File: src/rtl/mem_io_unit.sv
// Data-memory / memory-mapped I/O access unit (RAM loads, stores, LED, seven-segment, switches).
// Latency: RAM load 3 cycles (2 stalled), I/O load same cycle, stores one cycle.
// Backpressure: stall held while a RAM load is in flight. Byte access enabled by MEMIO_BYTE_ACCESS_EN.
module mem_io_unit #(
   parameter int          RAM_ADDR_W = 14,
   parameter logic [31:0] IO_BASE    = 32'hFFFFFC00
) (
   input  logic                  clock,
   input  logic                  reset_n,
   input  logic [31:0]           addr,
   input  logic                  mem_read,
   input  logic                  mem_write,
   input  logic                  byte_access,
   input  logic                  load_unsigned,
   input  logic [31:0]           write_data,
   output logic [31:0]           mem_data,
   output logic                  stall,
   output logic [RAM_ADDR_W-1:0] ram_addr,
   output logic [31:0]           ram_wdata,
   output logic                  ram_we,
   output logic [3:0]            ram_be,
   input  logic [31:0]           ram_rdata,
   input  logic [23:0]           switch_in,
   output logic [23:0]           led_out,
   output logic [31:0]           seg_out
);

   localparam logic [31:0] LED_ADDR = IO_BASE + 32'h60;
   localparam logic [31:0] SW_ADDR  = IO_BASE + 32'h70;
   localparam logic [31:0] SEG_ADDR = IO_BASE + 32'h80;

   typedef enum logic [1:0] {IDLE, RD_WAIT, RD_DONE} state_t;

   state_t      state;
   logic [31:0] rd_buf;
   logic [23:0] sw_meta;
   logic [23:0] sw_sync;

   logic        byte_en;
   logic        zext;
   logic        is_io;
   logic        is_ram;
   logic        is_led;
   logic        is_sw;
   logic        is_seg;
   logic        wr_ok;
   logic        ram_load;
   logic [7:0]  lane_byte;
   logic [31:0] lane_ext;

`ifdef MEMIO_BYTE_ACCESS_EN
   assign byte_en = byte_access;
   assign zext    = load_unsigned;
`else
   // Word-only build: byte controls and the lane bits of the address have no effect.
   assign byte_en = 1'b0;
   assign zext    = 1'b0;
   logic unused_byte_ctrl;
   assign unused_byte_ctrl = ^{byte_access, load_unsigned, addr[1:0]};
`endif

   // I/O registers are decoded on the word address so lane bits never miss a register.
   assign is_io  = (addr >= IO_BASE);
   assign is_ram = ~is_io;
   assign is_led = is_io && (addr[31:2] == LED_ADDR[31:2]);
   assign is_sw  = is_io && (addr[31:2] == SW_ADDR[31:2]);
   assign is_seg = is_io && (addr[31:2] == SEG_ADDR[31:2]);

   // A simultaneous read wins; the store half of the request is dropped.
   assign wr_ok    = (state == IDLE) && mem_write && !mem_read;
   assign ram_load = (state == IDLE) && mem_read && is_ram;

   // Stall is forced low during reset so the CPU is never frozen while held in reset.
   assign stall = reset_n && (ram_load || (state == RD_WAIT));

   assign ram_addr  = addr[RAM_ADDR_W+1:2];
   assign ram_we    = wr_ok && is_ram;
   assign ram_be    = byte_en ? (4'b0001 << addr[1:0]) : 4'b1111;
   assign ram_wdata = byte_en ? {4{write_data[7:0]}} : write_data;

   assign lane_byte = rd_buf[{addr[1:0], 3'b000} +: 8];
   assign lane_ext  = zext ? {24'h000000, lane_byte} : {{24{lane_byte[7]}}, lane_byte};

   // Load result: buffered RAM word in RD_DONE, live I/O value for an I/O read in IDLE.
   always_comb begin
      mem_data = 32'h0;
      if (state == RD_DONE) begin
         mem_data = byte_en ? lane_ext : rd_buf;
      end else if ((state == IDLE) && mem_read && is_sw) begin
         mem_data = {8'h00, sw_sync};
      end
   end

   // Load sequencer: launch, wait one cycle for RAM data, present it for one cycle.
   always_ff @(posedge clock or negedge reset_n) begin
      if (!reset_n) begin
         state  <= IDLE;
         rd_buf <= 32'h0;
      end else begin
         case (state)
            IDLE:    if (ram_load) state <= RD_WAIT;
            RD_WAIT: begin
               rd_buf <= ram_rdata;
               state  <= RD_DONE;
            end
            RD_DONE: state <= IDLE;
            default: state <= IDLE;
         endcase
      end
   end

   // Two-flop synchronizer for the asynchronous board switches.
   always_ff @(posedge clock or negedge reset_n) begin
      if (!reset_n) begin
         sw_meta <= 24'h0;
         sw_sync <= 24'h0;
      end else begin
         sw_meta <= switch_in;
         sw_sync <= sw_meta;
      end
   end

   // Output registers; a byte store only touches lane 0.
   always_ff @(posedge clock or negedge reset_n) begin
      if (!reset_n) begin
         led_out <= 24'h0;
         seg_out <= 32'h0;
      end else if (wr_ok) begin
         if (is_led) begin
            if (byte_en) led_out[7:0] <= write_data[7:0];
            else         led_out      <= write_data[23:0];
         end
         if (is_seg) begin
            if (byte_en) seg_out[7:0] <= write_data[7:0];
            else         seg_out      <= write_data;
         end
      end
   end

endmodule

File: config.mk
export PLATFORM = sky130hd
export DESIGN_NAME = mem_io_unit
export DESIGN_NICKNAME = d
export VERILOG_FILES = /design/src/rtl/mem_io_unit.sv
export SDC_FILE = /design/constraint.sdc
export NUM_CORES = 1
export LEC_CHECK = 0
export BUFFER_PORTS_ARGS = -buffer_cell sky130_fd_sc_hd__buf_2
export CORE_MARGIN = 2
export CORE_UTILIZATION = 45
export DETAILED_ROUTE_END_ITERATION = 8
export PLACE_DENSITY = 0.82
export SYNTH_ARGS = -nofsm -noshare
export SYNTH_HDL_FRONTEND = slang
export SYNTH_SLANG_ARGS = --single-unit
File: constraint.sdc
create_clock -name clock -period 8.1 [get_ports clock]
set_clock_uncertainty 0.1 [all_clocks]
set_input_delay 2.43 -clock clock [delete_from_list [all_inputs] [get_ports clock]]
set_output_delay 2.43 -clock clock [all_outputs]
set_load 0.01 [all_outputs]
==> metrics.csv <==
metric,value,unit
htree depth,4,
Most used DFF post-synth,dfrtp_1,
cell taking the most area after synthesis,dfrtp_1,
hold path cells,0,
Std-Cell Rows,39,
maximum VDD drop,0.2310,mV
WP data required,5.57,ns
status,"complete, but fails checks",
num ports,266,
reg2reg path depth,4,
cell count after synthesis,353,
synthesized cell area,5348,um^2
CTS tree,built,
Yosys reg bits,138,
clock period minus worst slack,6.927,ns
gr usage total,0.1934,
vias,3520,
CP Launch Type,primary input,
dpl cell area,6424,um^2
Netlist cell types,29,
Slew HR,0.2442,
layout cells sized above 1,0.6564,
TritonCTS Buffers,17,
yosys warns,0,
Layout Utilization,0.6108,
Initial Util,0.4644,
Critical R2R Launch,state[1],
area delta synth->final,31.54,%
CTS resizes,0,
CP Class,in -> out,
Max Slew Vio Count,0,
n_diodes,0,
CTS sink cnt,138,
period utilization,0.8552,
"count leader, synth",dfrtp_1,
worst-path fanout max,24,
"Design Area, Final",7034,um^2
Fin Setup TNS,0,ns
first-pass GRT wire length,18820,um
Synth top cells by count,"dfrtp_1, mux2_2, buf_4, a22o_1, clkbuf_1",
Fillers,892,
CTS clock-pin slew for the worst setup and hold paths,0.06,ns
failing checks,DRC,
GRT overflow,0,
dominant cells by area after synthesis,"dfrtp_1, mux2_2, buf_4",
routability cong.,0.8014,
cts hold-fix bufs,0,
max-cap violation count,0,
vias per inst,4.835,
DIE AREA,12770,um^2
PortBufs,257,
worst reg2reg endpoint,led_out[3],
setup violators final,0,
Slew @ Worst Pin,1.134,ns
core area,11520,um^2
Skew-Pair Late Insertion Delay,0.41,ns
die height,113.0,um
Post-synth EDFFs,0,
Max Buffers Root-to-Sink,2,
initial antenna violation count,0,
hold crit path type,reg -> reg,
final net count,698,
Die W,113.0,um
drt wl/cell,16.59,um
"Seq/Total Area, Yosys",0.6458,
HP Start,sw_meta[3],
Power Density,251.9,nW/um^2
1st-pass router iterations,7,
Final ANT Viol Nets,0,
DRC,13,
Leak Pwr,0.003838,uW
Mean Syn Cell Area,15.15,um^2
WP data arrival,4.40,ns
Post-DP HPWL,8836,um
1st-iter DRT viols,197,
worst hold slack,0.2465,ns
WL final,12080,um
root buffer cell,clkbuf_16,
Synth async-reset ratio,1.000,
worst reg2reg setup slack,5.38,ns
hold path endpoint,sw_sync[3],
Worst setup EP type,output pin,
RSZ-0062 raised after global routing,false,
largest net degree at the start of global routing,74,
top cell type's share of synthesized area,0.6458,
number of global-route vias before repair,3622,
Fmax,0.1444,GHz
final hold vios,0,
post-CTS setup repair buffer count,0,
==> cell usage in the layout (no fill, tap or decap), types with 2 or more instances in the layout <==
master      count
or3_1           2
and2_1          8
mux2_2         87
conb_1          4
nand4_1         5
clkinvlp_4      2
bufinv_16       3
clkinv_2        2
nand2_1         5
clkinv_4        3
clkbuf_16      17
dfrtp_1       138
buf_2         256
inv_6           3
a22o_1         24
buf_4           4
==> per-layer routing <==
layer  global-route usage  part of all wire  vias up
met5                    0                 0        -
met4              0.07480             0.017        0
met3              0.06588             0.070       17
met2               0.3106              0.51      143
met1               0.2436              0.40     1734
li1                     -                 -     1626
==> where the power goes <==
group / switching [uW] / internal [uW] / leakage, uW
Sequential: 32.0 / 757 / 0.00174
Clock: 290 / 495 / 0.000294
Combinational: 92.1 / 105 / 0.00180
Total: 415 / 1360 / 0.00384
==> cell families (layout without fill, tap and decap cells) <==
| logic type | count (synthesis) | in the layout | share of synthesized area |
|---|---|---|---|
| muxes | 88 | 88 | 0.1860 |
| other | 1 | 4 | 0.0007012 |
| and+or+nand+nor | 35 | 35 | 0.04095 |
| DFF | 138 | 138 | 0.6458 |
| AOI/OAI and AO/OA | 26 | 26 | 0.04118 |
| buffers and inverters | 65 | 294 | 0.08540 |
==> critical path, stage by stage <==
cell and delay, ns:
buf_2 0.11, or4_4 0.53, or3_1 0.43, nor4_2 0.20, buf_4 0.34, a22o_1 0.19, buf_2 0.15
==> how the worst max path moves through the flow <==
stage | start | slack [ns] | end | depth (start not counted)
floorplan | addr[3] | 1.32 | mem_data[10] | 5
global placement | addr[3] | 1.16 | mem_data[0] | 7
detailed placement | addr[3] | 1.13 | mem_data[0] | 7
CTS | addr[3] | 1.13 | mem_data[0] | 7
global route | addr[3] | 1.02 | mem_data[0] | 7
finish | addr[3] | 1.17 | mem_data[0] | 7
==> cell type report <==
| cell class | instances | area, um^2 | share of cell area |
|---|---|---|---|
| clock buffers | 19 | 442.9 | 0.06297 |
| repair buffers | 261 | 1323 | 0.1880 |
| inverters | 1 | 3.754 | 0.0005336 |
| well taps | 143 | 178.9 | 0.02544 |
| clock inverters | 13 | 167.7 | 0.02383 |
| flip-flops and latches | 138 | 3453 | 0.4909 |
| multi-input cells | 153 | 1465 | 0.2083 |
==> stage by stage <==
| stage | instances | setup slack [ns] | power [uW] |
|---|---|---|---|
| after floorplan | 356 | 1.323 | 914.1 |
| after global placement | 696 | 1.159 | 986.4 |
| after detailed placement | 696 | 1.133 | 1001 |
| after CTS | 728 | 1.135 | 1794 |
| after global routing | 728 | 1.022 | 1845 |
| final | 728 | 1.173 | 1772 |
==> sequential cells by signal (all words and copies together), names as in the netlist <==
name     flops
seg_out     32
sw_sync     24
state        2
led_out     24
sw_meta     24
rd_buf      32
No activity file was read; power rests on OpenSTA's default activity.
